===== config.mk =====
export PLATFORM = sky130hd
export DESIGN_NAME = div_share_ctrl
export DESIGN_NICKNAME = d
export VERILOG_FILES = /design/src/rtl/div_share_ctrl.sv
export SDC_FILE = /design/constraint.sdc
export NUM_CORES = 1
export LEC_CHECK = 0
export CAP_MARGIN = 15
export CORE_AREA = 2 2 199 201
export CTS_CLUSTER_DIAMETER = 30
export DETAILED_ROUTE_END_ITERATION = 12
export DIE_AREA = 0 0 201 203
export GPL_TIMING_DRIVEN = 0
export PLACE_DENSITY = 0.53
export SETUP_SLACK_MARGIN = 0.15
export SLEW_MARGIN = 30
export SYNTH_ARGS = -nofsm -noshare
export SYNTH_HDL_FRONTEND = slang
export SYNTH_SLANG_ARGS = --single-unit

===== constraint.sdc =====
create_clock -name clk -period 5.3 [get_ports clk]
set_input_delay 1.06 -clock clk [delete_from_list [all_inputs] [get_ports clk]]
set_output_delay 1.06 -clock clk [all_outputs]
set_load 0.01 [all_outputs]

===== src/rtl/div_share_ctrl.sv =====
// Purpose : round-robin sharing of one iterative divider among NREQ requesters.
// Latency : gnt->resp_valid is 1 cycle for illegal operands, 2 + WAIT cycles otherwise.
// Backpr. : one job in flight; other requesters hold req until their gnt pulse.
//
// Ports:
//   clk, rst_n          clock, synchronous active-low reset
//   req                 per-requester request level, held until gnt
//   dividend_in/divisor_in/m_in/n_in  packed per-requester operands (slot i at i*width)
//   gnt                 one-hot accept pulse; operands are sampled in that cycle
//   resp_valid          one-hot result strobe to the winner
//   resp_quotient/rem   result, held between strobes
//   resp_err            with resp_valid: illegal operands or timeout (result forced to 0)
//   div_start, div_*    start pulse and latched operands to the shared divider
//   div_quotient/rem/done  divider result and completion flag
//   busy                high whenever a job is in progress
module div_share_ctrl #(
   parameter int NREQ    = 4,
   parameter int TIMEOUT = 40
) (
   input  logic                 clk,
   input  logic                 rst_n,
   input  logic [NREQ-1:0]      req,
   input  logic [32*NREQ-1:0]   dividend_in,
   input  logic [32*NREQ-1:0]   divisor_in,
   input  logic [5*NREQ-1:0]    m_in,
   input  logic [5*NREQ-1:0]    n_in,
   output logic [NREQ-1:0]      gnt,
   output logic [NREQ-1:0]      resp_valid,
   output logic [31:0]          resp_quotient,
   output logic [31:0]          resp_rem,
   output logic                 resp_err,
   output logic                 div_start,
   output logic [31:0]          div_dividend,
   output logic [31:0]          div_divisor,
   output logic [4:0]           div_m,
   output logic [4:0]           div_n,
   input  logic [31:0]          div_quotient,
   input  logic [31:0]          div_rem,
   input  logic                 div_done,
   output logic                 busy
);

   localparam int IW = (NREQ > 1) ? $clog2(NREQ) : 1;

   typedef enum logic [1:0] {
      IDLE  = 2'd0,
      ISSUE = 2'd1,
      WAIT  = 2'd2,
      RESP  = 2'd3
   } state_t;

   state_t          state, state_nx;
   logic [IW-1:0]   rr_ptr;
   logic [IW-1:0]   win;
   logic [IW-1:0]   pick;
   logic [IW-1:0]   cand;
   logic            pick_vld;
   logic            illegal;
   logic            done_ok;
   logic            tmo;
   logic [5:0]      wcnt;
   logic            err_q;

   logic [31:0]     dd_arr [NREQ];
   logic [31:0]     dv_arr [NREQ];
   logic [4:0]      m_arr  [NREQ];
   logic [4:0]      n_arr  [NREQ];

   // Unpack the flat operand buses so the winner can be selected by index.
   for (genvar g = 0; g < NREQ; g++) begin : g_unpack
      assign dd_arr[g] = dividend_in[32*g +: 32];
      assign dv_arr[g] = divisor_in[32*g +: 32];
      assign m_arr[g]  = m_in[5*g +: 5];
      assign n_arr[g]  = n_in[5*g +: 5];
   end

   // Round-robin pick: scanning offsets from high to low lets the smallest
   // offset from rr_ptr overwrite the others, so the first requester at or
   // after the pointer wins.
   always_comb begin
      pick     = '0;
      cand     = '0;
      pick_vld = 1'b0;
      for (int k = NREQ - 1; k >= 0; k--) begin
         cand = IW'((int'(rr_ptr) + k) % NREQ);
         if (req[cand]) begin
            pick     = cand;
            pick_vld = 1'b1;
         end
      end
   end

   // Operands the divider cannot handle are answered directly with an error.
   assign illegal = (dv_arr[pick] == 32'd0) || (m_arr[pick] < n_arr[pick]);

   // The done flag seen in the first WAIT cycle belongs to the previous job.
   assign done_ok = (wcnt != 6'd0) && div_done;
   assign tmo     = (wcnt == 6'(TIMEOUT - 1));

   always_ff @(posedge clk) begin
      if (!rst_n) begin
         state <= IDLE;
      end else begin
         state <= state_nx;
      end
   end

   always_comb begin
      state_nx   = state;
      gnt        = '0;
      resp_valid = '0;
      resp_err   = 1'b0;
      div_start  = 1'b0;
      busy       = 1'b1;
      case (state)
         IDLE: begin
            busy = 1'b0;
            if (pick_vld) begin
               gnt      = NREQ'(1) << pick;
               state_nx = illegal ? RESP : ISSUE;
            end
         end
         ISSUE: begin
            div_start = 1'b1;
            state_nx  = WAIT;
         end
         WAIT: begin
            if (done_ok || tmo) begin
               state_nx = RESP;
            end
         end
         RESP: begin
            resp_valid = NREQ'(1) << win;
            resp_err   = err_q;
            state_nx   = IDLE;
         end
         default: begin
            state_nx = IDLE;
         end
      endcase
   end

   always_ff @(posedge clk) begin
      if (!rst_n) begin
         rr_ptr        <= '0;
         win           <= '0;
         wcnt          <= '0;
         err_q         <= 1'b0;
         resp_quotient <= '0;
         resp_rem      <= '0;
         div_dividend  <= '0;
         div_divisor   <= '0;
         div_m         <= '0;
         div_n         <= '0;
      end else begin
         case (state)
            IDLE: begin
               if (pick_vld) begin
                  win          <= pick;
                  rr_ptr       <= (pick == IW'(NREQ - 1)) ? '0 : pick + 1'b1;
                  div_dividend <= dd_arr[pick];
                  div_divisor  <= dv_arr[pick];
                  div_m        <= m_arr[pick];
                  div_n        <= n_arr[pick];
                  err_q        <= illegal;
                  if (illegal) begin
                     resp_quotient <= '0;
                     resp_rem      <= '0;
                  end
               end
            end
            ISSUE: begin
               wcnt <= '0;
            end
            WAIT: begin
               wcnt <= wcnt + 6'd1;
               if (done_ok) begin
                  resp_quotient <= div_quotient;
                  resp_rem      <= div_rem;
                  err_q         <= 1'b0;
               end else if (tmo) begin
                  resp_quotient <= '0;
                  resp_rem      <= '0;
                  err_q         <= 1'b1;
               end
            end
            default: begin
            end
         endcase
      end
   end

endmodule


### After elaboration in Yosys (flattened, before gate mapping)

Cells that the tools add are included.

| storage, ports and cells | value |
|---|---|
| register bits | 151 |
| input port bits | 367 |
| output and inout bits | 149 |
| logic and storage cells | 97 |

| cells by class | value |
|---|---|
| add/sub/neg operators | 5 |
| magnitude comparators | 6 |
| equal/unequal tests | 9 |
| shift-type cells | 2 |
| muxes and demuxes | 51 |
| bitwise gates (word level) | 1 |
| reduce and logical (&&, ||, !) cells | 12 |

Operators by type and width:

| operator | number |
|---|---|
| $mux W32 | 9 |
| $bmux W32 S2 | 2 |
| $pmux W32 S2 | 2 |
| $logic_not A32 Y1 | 1 |
| $bmux W5 S2 | 2 |
| $mux W5 | 4 |
| $mux W2 | 8 |
| $mux W1 | 14 |
| $lt A2 B3 Y1 const B | 4 |
| $mux W4 | 3 |
| $pmux W6 S2 | 1 |
| $bmux W1 S2 | 4 |
| $pmux W2 S4 | 1 |
| $shl A1 B2 Y4 const A | 2 |
| $add A6 B1 Y6 const B | 1 |
| $eq A2 B2 Y1 const B | 3 |
| $eq A6 B6 Y1 const B | 1 |
| $ne A2 B2 Y1 const B | 3 |
| $reduce_bool A6 Y1 | 1 |
| $lt A5 B5 Y1 | 1 |
| $add A2 B1 Y2 const B | 2 |
| $add A2 B2 Y2 const B | 2 |
| $reduce_and A2 Y1 | 2 |
| $reduce_and A4 Y1 | 1 |
| other kinds (10) | 12 |

### Logic depth before layout (Yosys ltp)

Gate-level depths: netlist of run 1.

| logic depth | value |
|---|---|
| word-level depth | 16 |
| depth in mapped cells | 21 |
| mapped depth without buffers | 15 |

### Worst setup path after synthesis of run 1

No wires, ideal clock.

| timing | value |
|---|---|
| path type | input -> register |
| start point | input req[2] |
| end point | register resp_quotient[0] |
| setup time | 0.120 ns |
| data arrival time | 4.672 ns |
| required time | 5.180 ns |
| setup slack | 0.509 ns |
| cell stages on the path | 20 |
| path buffers | 6 |
| path through | nor2b_1 buf_2 nor4b_2 nor2_2 inv_2 clkbuf_1 clkbuf_1 buf_1 nand2_1 a31oi_1 ha_1 a21o_1 a21o_1 a21oi_1 o21ai_0 nand2_1 o21ai_1 buf_6 buf_6 mux2i_1 |

| on the way | value |
|---|---|
| cells in the longest elaborated chain, start to end | 14 |
| elaborated cells on any way between the ends | 32 |
| those cells by class | order compare (1); eq/ne (2); mux (25); bitwise (1); reduce/logical (3) |

RTL lines:

| what | RTL line | source |
|---|---|---|
| start: declaration | 22 | `input logic [NREQ-1:0] req,` |
| $bmux W1 S2 | 86 | `if (req[cand]) begin` |
| $mux W1 (implied by the code) | 86 |  |
| $mux W2 (4 in series) | 86 |  |
| $not A2 Y3 (implied by the code) | 94 | `assign illegal = (dv_arr[pick] == 32'd0) \|\| (m_arr[pick] < n_arr[pick]);` |
| $bmux W5 S2 or $bmux W32 S2 (tied branches) | 94 |  |
| $mux W5 (implied by the code) or $mux W32 (tied branches) (2 in series) | 94 |  |
| $lt A5 B5 Y1 or $logic_not A32 Y1 (tied branches) | 94 |  |
| $logic_or A1 B1 Y1 | 94 |  |
| $ne A2 B2 Y1 (no source line) | -- |  |
| $reduce_and A4 Y1 (no source line) (*) | -- |  |
| end signal: assignment | 178 | `resp_quotient <= div_quotient;` |
| end: declaration | 29 | `output logic [31:0] resp_quotient,` |

Every way passes the cells marked *; elsewhere a longest branch is shown, timed or not. The select of a mux whose other input is x is not followed.
A chain may end at the register's enable or synchronous reset.

### Worst setup path after layout of run 1

| timing | value |
|---|---|
| start point | input req[2] |
| end point | output gnt[1] |

| on the way | value |
|---|---|
| cells in the longest elaborated chain, start to end | 9 |
| elaborated cells on any way between the ends | 19 |
| those cells by class | shift (1); mux (18) |

RTL lines:

| what | RTL line | source |
|---|---|---|
| $bmux W1 S2 | 86 |  |
| $mux W1 (implied by the code) | 86 |  |
| $mux W2 (3 in series) | 86 |  |
| $mux W2 (*) | 86 |  |
| named net pick[0] | 55 | `logic [IW-1:0] pick;` |
| $shl A1 B2 Y4 (*) | 119 | `gnt = NREQ'(1) << pick;` |
| $mux W4 (*) | 118 | `if (pick_vld) begin` |
| $mux W4 (*) | 115 | `case (state)` |
| end: declaration | 27 | `output logic [NREQ-1:0] gnt,` |

Mark *: on every way through the listed nets, which the timed path passes. The rest lies on a longest branch. The select of a mux whose other input is x is not followed.

==> key figures, run 1 <==
Status
  – Status: complete, no violations

Setup path
  – Critical R2R Capture: resp_quotient[31]$_SDFFE_PN0P_
  – Endpoint class of the critical path: output port
  – R2r setup slk: approximately 1.2 ns
  – WP data arrival: 3.98 ns
  – CP Class: input pin to output port
  – Crit-path max FO: 11
  – Worst R2R Start: rr_ptr[0]$_SDFFE_PN0P_
  – Critical Path RT: 4.24 ns
  – Reg2Reg Depth: 21
  – CP startpoint kind: input pin

Cells and area
  – Area Growth Syn to Fin: 75.5%
  – Share of cells above drive strength 1: 0.0455
  – Post-route cell area: 15300 um^2
  – FILL cells: 4092
  – Final nets: 2171
  – Final core utilization: 0.398

GRT
  – Largest net degree at the start of global routing: 17
  – GRT Overall Usage: 0.218
  – GRT overflow: 0
  – Initial antenna violation count: 1
  – Vias in the first global route: 11300
  – First-pass GRT wire length: 67.4 mm

Placement
  – RePlAce Congestion: 0.935
  – Hpwl dp: 36.6 mm
  – IO Port Bufs: 514
  – Post-placement cell area: 14500 um^2

Synth
  – Post-synthesis compound-gate area fraction: 0.139
  – Synth Area in Simple Gates: 0.356
  – Sequential area share after synthesis: 0.346
  – Ys Warns: 0
  – Post-Synth XOR/XNOR Area: 0.00401
  – Mapped Area: a little under 9000 um^2
  – Main combinational cell family by area after synthesis: simple AND/OR/NAND/NOR gates
  – Area share of fa/ha/maj cells after synthesis: 0.0201
  – Syn_nets: 1631
  – Post-synth EDFFs: 0
  – Synth Instances: 1250
  – Average instance area after synthesis: 6.98 um^2
  – Mux share of post-synthesis cell area: 0.0757
  – Yosys reg bits: 151
  – Main synth FF type: dfxtp_1
  – Yosys cell types: 47
  – Async S/R FF share, synth: 0

Clock tree
  – TritonCTS clock tree: built
  – Clock transition at the registers of the reported paths: 0.06 ns
  – CTS H-tree depth: 4
  – Root Buffer: clkbuf_16
  – Clock buffer depth: 2
  – Skew-Pair Late Insertion Delay: 0.44 ns
  – CTS buffer count: 17
  – Sink Count: 151

Floorplanning
  – DIE AREA: a little over 40000 um^2
  – Die X: 201 um
  – Initial Utilization: 0.227
  – IO Count: 516
  – CORE AREA: 38500 um^2
  – Chip Height: 203 um
  – Num rows: 72

Worst hold path
  – Hold Crit Endpoint: div_dividend[27]$_SDFFE_PN0P_
  – Hold path depth: 2
  – Min-Delay Path Class: flip-flop to flip-flop
  – Hold Startpoint: div_dividend[27]$_SDFFE_PN0P_

Pwr
  – Logic pwr share: 0.612
  – Clk pwr share: 0.169
  – Int Pwr: 3.94 mW
  – Tot Pwr: 7.20 mW
  – Sw Pwr: 3.26 mW
  – Sequential group share of total power: 0.219
  – Switching Fraction: 0.453
  – Maximum VDD drop: 0.193 mV
  – Leak: 5.88 nW
  – Cell Pwr Density: 470 nW/um^2

Route
  – Vias per Instance: roughly 4.8
  – Drt pass-1 iters: 5
  – Post-DRT Antenna Nets: 0
  – Wirelength per Cell: roughly 20 um
  – Drt total wl: 45.7 mm
  – 1st-iter DRT viols: 627
  – Residual DRC: 0
  – Via count: 11100

Timing
  – RSZ-0062 raised after global routing: no
  – Slew Limit Fails: 0
  – Worst hold slack: 0.454 ns
  – Final hold violations: 0
  – Worst-margin pin slew: slightly below 1 ns
  – Minimum clock period: 5.04 ns
  – Final Skew: just over 0.007 ns
  – Fmax: 198 MHz
  – Slew headroom: 0.354
  – Period utilisation layout: 0.951
  – # setup viols final: 0

Job
  – Max Cap Viol: 0
-- metal layers --
layer	up-vias	GRT usage	part of all wire
li1	5391	-	-
met1	5169	0.251	0.41
met2	439	0.382	0.49
met3	58	0.0616	0.076
met4	0	0.0786	0.027
met5	-	0	0
-- power by group through the flow --
stage,clock [mW],sequential (mW),combinational [mW]
CTS,1.26,1.58,4.41
detailed placement,0,1.60,4.31
global placement,0,1.59,4.29
global route,1.30,1.62,4.81
finish,1.22,1.58,4.41
floorplan,0,1.69,2.35
-- flip-flops by register name, indices dropped and copies added (netlist names), 5 cells and up --
register / count
div_dividend: 32
div_divisor: 32
resp_quotient: 32
resp_rem: 32
wcnt: 6
div_m: 5
div_n: 5
-- placed cells by master (no fill, tap or decap), drive strengths merged, types with 2 or more instances in the layout --
master / instances
a22oi: 8
dfxtp: 151
inv: 16
nor2b: 4
a31oi: 5
nand2b: 2
o22ai: 4
clkinvlp: 3
a211oi: 19
xor2: 3
a221oi: 17
nor3: 9
o21ai: 24
nand2: 424
mux2i: 66
ha: 14
nand4: 4
a32oi: 16
buf: 32
a21o: 2
nand3: 142
clkbuf: 105
and2: 6
clkinv: 2
nor2: 35
or4: 4
a21oi: 96
nor3b: 17
clkdlybuf4s50: 512
and3: 23
nor4: 24
-- how the worst max path moves through the flow --
stage | startpoint | to | cells after the start
final | req[2] | gnt[1] | 13
after global routing | req[2] | gnt[1] | 13
after CTS | req[3] | gnt[2] | 11
after detailed placement | req[3] | gnt[3] | 12
after global placement | req[2] | gnt[3] | 12
after floorplan | req[2] | resp_quotient[0]$_SDFFE_PN0P_ | 20
-- critical path, stage by stage --
cell and delay (ns):
clkdlybuf4s50_1 0.47, nor2b_1 0.16, buf_4 0.13, buf_4 0.14
nor4b_4 0.34, nor2_4 0.09, inv_2 0.13, clkbuf_8 0.21
clkbuf_8 0.22, buf_8 0.19, ha_1 0.15, and2_1 0.11
clkdlybuf4s50_1 0.56
-- cell usage after synthesis (all sizes together), types with 19 or more instances --
master,instances,share of area
a211oi,19,0.016
a21oi,96,0.055
and3,23,0.016
buf,25,0.018
clkbuf,86,0.037
dfxtp,151,0.35
mux2i,66,0.076
nand2,424,0.18
nand3,142,0.081
nor2,35,0.016
nor4,24,0.020
o21ai,24,0.014
-- layout make-up --
cell class	instances	area (um^2)	share of cell area
Multi-Input combinational cell	979	5240	0.342
Inverter	9	33.8	0.00221
Buffer	111	596	0.0389
Antenna cell	1	2.50	0.000163
Clock inverter	13	134	0.00874
Tap cell	518	648	0.0423
Sequential cell	151	3020	0.197
Timing Repair Buffer	521	5200	0.340
Clock buffer	19	433	0.0283
-- cells by family (layout without fill, tap and decap cells) --
kind of cell / after synthesis / after routing
compound gates: 197 / 197
buf+inv: 120 / 673
fa+ha+maj: 14 / 14
flops: 151 / 151
xor+xnor: 4 / 4
other cells: 0 / 1
mux: 66 / 66
simple gates: 698 / 698
-- timing repair --
action,CTS,global route
hold endpoints to repair,0,0
resized for setup,48,16
pin swaps,2,2
hold buffers,0,0
endpoints found under the setup margin,106,69
setup buffers,3,4
-- stage by stage --
stage	setup TNS (ns)	std cells	worst slack [ns]
final	0	2322	0.260
after global routing	0	2322	0.128
after CTS	0	2317	0.151
after detailed placement	-153.96	2282	-2.06
after global placement	-142.15	2282	-1.96
after floorplan	0	1250	0.509
(Power assumes the default switching activity.)
==> run 2: changes to the inputs <==
- CORE_AREA: 2 2 199 201 -> 4 4 201 203
- DIE_AREA: 0 0 201 203 -> 0 0 205 207
==> run 2 against run 1 <==
Fmax grew 0.39%. Clock power hardly changed. Critical endpoint is now gnt[0]. Core utilization is 0.18 points lower. Worst hold slack got worse by 0.0019 ns. Sequential power about the same. Register-to-register slack improved by 0.02 ns. Sequential share of layout area up 0.088 points. Critical path depth decreased by 2. Count of clock-buffer cells in the layout fell by 1. Power is 0.54% lower. Die area is 4.0% higher. Critical path type unchanged. Clock skew up 0.0058 ns.
==> key figures, run 2 (synthesis results as in run 1) <==
Route
  – Drt pass-1 iters: 5
  – Vias per Instance: 4.77
  – Residual DRC: 0
  – Post-DRT Antenna Nets: 0
  – 1st-iter DRT viols: 468
  – Wirelength per Cell: 20.3 um
  – Via count: 11000
  – Drt total wl: between 40 and 50 mm

Timing
  – RSZ-0062 raised after global routing: no
  – Period utilisation layout: 0.947
  – Final hold violations: 0
  – # setup viols final: 0
  – Worst-margin pin slew: 0.798 ns
  – Fmax: 199 MHz
  – Final Skew: between 0.01 and 0.015 ns
  – Slew headroom: 0.468
  – Slew Limit Fails: 0
  – Setup TNS: 0 ns
  – Minimum clock period: 5.02 ns

Setup path
  – CP startpoint kind: input pin
  – Crit-path max FO: 11
  – Reg2Reg Depth: 21
  – WP data arrival: 3.96 ns
  – Critical Path RT: roughly 4.2 ns
  – Endpoint class of the critical path: output port
  – CP Class: input pin to output port

Pwr
  – Int Pwr: ~3.9 mW
  – Cell Pwr Density: 470 nW/um^2
  – Tot Pwr: 7.17 mW
  – Logic pwr share: 0.613
  – Sw Pwr: 3.29 mW
  – Leak: 5.87 nW
  – Switching Fraction: 0.460
  – Maximum VDD drop: between 0.2 and 0.3 mV
  – Clk pwr share: 0.167
  – Sequential group share of total power: 0.220

Placement
  – Post-placement cell area: 14500 um^2
  – RePlAce Congestion: 0.911
  – Placed Cells: roughly 2300
  – Hpwl dp: 38.3 mm
  – IO Port Bufs: slightly above 500

Cells and area
  – Antenna diodes: 0
  – Share of cells above drive strength 1: 0.0428
  – Commonest non-fill, non-tap cell in the layout: clkdlybuf4s50_1
  – Post-route cell area: 15200 um^2
  – Most frequent cells in the layout: clkdlybuf4s50_1 (510), nand2_1 (423), dfxtp_1 (151)
  – FILL cells: 4084
  – Final nets: 2166
  – Final core utilization: 0.396
  – Fin cells: 2316
  – Area Growth Syn to Fin: 74.7%

Clock tree
  – Root Buffer: clkbuf_16
  – Sink Count: 151
  – Clock buffer depth: 2
  – Skew-Pair Late Insertion Delay: 0.44 ns
  – Clock transition at the registers of the reported paths: 0.07 ns
  – CTS buffer count: 17
  – Hold-fix buffers, CTS: 0
  – CTS H-tree depth: 4
  – TritonCTS clock tree: built

GRT
  – Initial antenna violation count: 0
  – First-pass GRT wire length: 69.1 mm
  – Vias in the first global route: between 10000 and 15000
  – GRT overflow: 0
  – GRT Overall Usage: 0.213
  – Largest net degree at the start of global routing: 20

Worst hold path
  – Hold path depth: 2
  – Min-Delay Path Class: flip-flop to flip-flop

Floorplanning
  – Initial Utilization: 0.227
  – Chip Height: 207 um
  – IO Count: 516
  – CORE AREA: around 38000 um^2
  – Num rows: 72
  – DIE AREA: 42400 um^2
  – Die X: roughly 210 um

Job
  – Max Cap Viol: 0

Status
  – Status: complete, no violations
[run 2: cell count changes in the layout (fill, tap and decap cells not counted), moves of 2 or more]
cell             change
buf_6                +5
clkdlybuf4s50_1      -2
clkbuf_4             -2
buf_4                -4
inv_8                +3
inv_6                -2
clkbuf_8             -3
buf_8                -3
[run 2: path summary, 6_finish.rpt]
check,to,startpoint,slack (ns)
worst max-delay path,gnt[0],req[1],0.28
worst min-delay path,div_dividend[26]$_SDFFE_PN0P_,div_dividend[26]$_SDFFE_PN0P_,0.45
worst max register to register,resp_rem[25]$_SDFFE_PN0P_,rr_ptr[1]$_SDFFE_PN0P_,1.23
worst min register to register,div_dividend[26]$_SDFFE_PN0P_,div_dividend[26]$_SDFFE_PN0P_,0.45
[run 2: area by class of cell]
type / instances / area, um^2 / area share
plain buffers: 110 / 559 / 0.0367
clock buffers: 18 / 429 / 0.0282
clock inverters: 14 / 134 / 0.00878
inverters: 9 / 33.8 / 0.00222
multi-input cells: 979 / 5250 / 0.344
flip-flops and latches: 151 / 3020 / 0.198
well taps: 518 / 648 / 0.0425
repair buffers: 517 / 5170 / 0.339
[run 2: per-stage QoR]
step	setup WS, ns	hold WS [ns]
floorplan	0.509	0.449
global placement	-1.81	0.441
detailed placement	-1.90	0.446
CTS	0.151	0.456
global route	0.162	0.467
finish	0.279	0.453
[run 2: per-layer routing]
layer	part of all wire	routed length (um)	up-vias	GRT usage
met5	0	0	-	0
met2	0.48	22700	473	0.363
met3	0.091	4280	51	0.0690
met1	0.40	18800	5137	0.255
met4	0.025	1160	0	0.0617
li1	-	-	5384	-
[run 2: critical path, cell delays in order]
cell,delay [ns]
clkdlybuf4s50_1,0.64
nor2b_4,0.10
a211o_1,0.30
buf_2,0.18
nand2_2,0.15
buf_6,0.20
clkbuf_4,0.25
buf_4,0.24
ha_1,0.16
and2_1,0.11
clkdlybuf4s50_1,0.56
[run 2: power by group through the flow]
stage / Combinational, mW / Sequential (mW) / Clock, mW
final: 4.39 / 1.58 / 1.20
after global routing: 4.80 / 1.61 / 1.30
after CTS: 4.42 / 1.58 / 1.25
after detailed placement: 4.33 / 1.60 / 0
after global placement: 4.32 / 1.59 / 0
after floorplan: 2.35 / 1.69 / 0
[run 2: timing repair]
item | CTS | global route
gates resized for setup | 43 | 13
setup buffers | 3 | 0
endpoints found under the hold margin | 0 | 0
endpoints found under the setup margin | 85 | 68
pin swaps | 2 | 1
cloned | 0 | 0
==> run 3: changes to the inputs <==
- CORE_AREA: 4 4 201 203 -> 2 2 204 206
- DIE_AREA: 0 0 205 207 -> 0 0 206 208
- PLACE_DENSITY: 0.53 -> 0.51
==> run 3 against run 2 <==
Sequential cell count unchanged. Global-route usage down 0.25 points. Count of clock-buffer cells in the layout up 3. Via count down 0.97%. Worst hold slack about the same. Clock power down 4%.
==> key figures, run 3 (synthesis results as in run 1) <==
Placement
  – RePlAce Congestion: around 0.93
  – Placed Cells: 2296
  – IO Port Bufs: 514
  – Hpwl dp: approximately 38 mm
  – Post-placement cell area: 14500 um^2

GRT
  – GRT overflow: 0
  – Met2 Use GR: 0.365
  – GRT busiest layer: met2
  – First-pass GRT wire length: 67.7 mm
  – GRT Overall Usage: 0.210
  – Initial antenna violation count: 1
  – Largest net degree at the start of global routing: 17
  – Vias in the first global route: 11100
  – Met3 Resource Use GR: 0.0586
  – Met1 Track Usage GR: 0.245

Job
  – Max Cap Viol: 0

Setup path
  – Critical R2R Capture: resp_quotient[10]$_SDFFE_PN0P_
  – Reg2Reg Depth: 21
  – Critical path's top delay family: buffers and inverters
  – WP data arrival: 3.94 ns
  – Slowest cell on crit path: clkdlybuf4s50_1
  – Cell Chain, Critical Path: clkdlybuf4s50_1 -> nor2b_1 -> buf_4 -> a211o_1 -> buf_2 -> nand2_2 -> inv_2 -> clkbuf_4 -> buf_4 -> buf_6 -> buf_6 -> ha_1 -> and2_1 -> clkdlybuf4s15_1
  – Critical Path RT: 4.24 ns
  – Slowest stage delay, CP: slightly above 0.5 ns
  – Endpoint class of the critical path: output port
  – R2r setup slk: 1.15 ns
  – Crit-path max FO: 11
  – CP startpoint kind: input pin
  – Worst Path Buf+Inv: 9
  – CP Class: input pin to output port
  – Worst R2R Start: rr_ptr[1]$_SDFFE_PN0P_

Cells and area
  – Final core utilization: 0.375
  – FILL cells: 4345
  – Final nets: 2167
  – Commonest non-fill, non-tap cell in the layout: clkdlybuf4s50_1
  – Post-route cell area: ~15000 um^2
  – Area Growth Syn to Fin: 74.5%
  – Register Area: 3020 um^2
  – Most frequent cells in the layout: clkdlybuf4s50_1 (509), nand2_1 (423), dfxtp_1 (151)
  – Share of cells above drive strength 1: 0.0434
  – Multi-input logic area: 5240 um^2
  – Fin cells: about 2300

Timing
  – Slew headroom: 0.460
  – Minimum clock period: 5.00 ns
  – Worst hold slack: 0.452 ns
  – Final hold violations: 0
  – Period utilisation layout: 0.944
  – Fmax: ~200 MHz
  – # setup viols final: 0
  – Slew Limit Fails: 0
  – Final Skew: 0.0120 ns
  – RSZ-0062 raised after global routing: no
  – Worst-margin pin slew: 0.809 ns

Pwr
  – Sequential group share of total power: 0.222
  – Leak: roughly 5.9 nW
  – Cell Pwr Density: around 470 nW/um^2
  – Sw Pwr: ~3.2 mW
  – Tot Pwr: 7.10 mW
  – Maximum VDD drop: about 0.18 mV
  – Switching Fraction: 0.457
  – Int Pwr: 3.86 mW
  – Logic pwr share: 0.616
  – Clk pwr share: 0.161

Floorplanning
  – CORE AREA: 40600 um^2
  – Chip Height: 208 um
  – Initial Utilization: 0.215
  – DIE AREA: between 40000 and 50000 um^2
  – Num rows: 74
  – IO Count: 516
  – Die X: 206 um

Worst hold path
  – Hold Crit Endpoint: div_dividend[14]$_SDFFE_PN0P_
  – Hold Startpoint: div_dividend[14]$_SDFFE_PN0P_
  – Min-Delay Path Class: flip-flop to flip-flop
  – Hold path depth: 2

Clock tree
  – Clock transition at the registers of the reported paths: 0.06 ns
  – CTS H-tree depth: 4
  – Clock buffer depth: 2
  – Sink Count: 151
  – Hold-fix buffers, CTS: 0
  – Skew-Pair Late Insertion Delay: roughly 0.44 ns
  – Root Buffer: clkbuf_16
  – CTS buffer count: 17
  – TritonCTS clock tree: built

Route
  – Residual DRC: 0
  – 1st-iter DRT viols: between 400 and 500
  – Wirelength per Cell: 19.8 um
  – Post-DRT Antenna Nets: 0
  – Drt total wl: 46.1 mm
  – Via count: 10900
  – Vias per Instance: 4.69
  – Drt pass-1 iters: 5

Status
  – Status: complete, no violations
run 3: cell count changes in the layout (fill, tap and decap cells not counted), sizes merged:
| cell | change |
|---|---|
| buf | +3 |
| clkbuf | +2 |
| clkinvlp | +1 |
| clkdlybuf4s50 | -1 |
| clkinv | +1 |
| inv | -6 |
| diode | +1 |
| dlygate4sd2 | -1 |
| dlymetal6s2s | +1 |
run 3: how the worst max path moves through the flow:
stage                       from                             end  slack [ns]  depth (start not counted)
final                     req[2]                          gnt[2]        0.30                         14
after global routing      req[2]                          gnt[2]        0.16                         14
after CTS                 req[3]                          gnt[1]        0.06                         11
after detailed placement  req[3]  resp_quotient[20]$_SDFFE_PN0P_       -1.86                         20
after global placement    req[2]  resp_quotient[18]$_SDFFE_PN0P_       -1.84                         20
after floorplan           req[2]   resp_quotient[0]$_SDFFE_PN0P_        0.51                         20
run 3: layer usage:
| layer | vias to the layer above | share of wire |
|---|---|---|
| met1 | 5090 | 0.41 |
| met5 | - | 0 |
| met2 | 389 | 0.49 |
| met4 | 0 | 0.032 |
| li1 | 5391 | - |
| met3 | 68 | 0.071 |
run 3: cell type report:
class,count,area share
clock buffers,21,0.0296
diodes,1,0.000164
multi-input cells,979,0.344
flip-flops and latches,151,0.199
inverters,9,0.00238
well taps,532,0.0437
plain buffers,110,0.0364
clock inverters,10,0.00493
repair buffers,518,0.340
run 3: worst min-delay path, delay by kind of cell, from the launching register on:
kind             cells  cell delay (ns)
flip-flops           1             0.31
AND/OR/NAND/NOR      1             0.05
AO/OA/AOI/OAI        1             0.05
run 3: per-stage QoR:
| stage | setup WS, ns | TNS, ns |
|---|---|---|
| after floorplan | 0.509 | 0 |
| after global placement | -1.84 | -135.08 |
| after detailed placement | -1.86 | -135.15 |
| after CTS | 0.0555 | 0 |
| after global routing | 0.155 | 0 |
| final | 0.296 | 0 |
run 3: timing repair:
item / CTS / global route
setup buffers: 2 / 2
gates resized for setup: 42 / 22
endpoints found under the setup margin: 89 / 67
pin swaps: 2 / 2
endpoints found under the hold margin: 0 / 0
run 3: power by group through the flow:
stage          sequential, mW  clock, mW  combinational (mW)
2_1_floorplan            1.69          0                2.35
3_3_place_gp             1.60          0                4.33
3_5_place_dp             1.60          0                4.33
4_1_cts                  1.58       1.19                4.40
5_1_grt                  1.62       1.23                4.77
6_report                 1.58       1.15                4.38
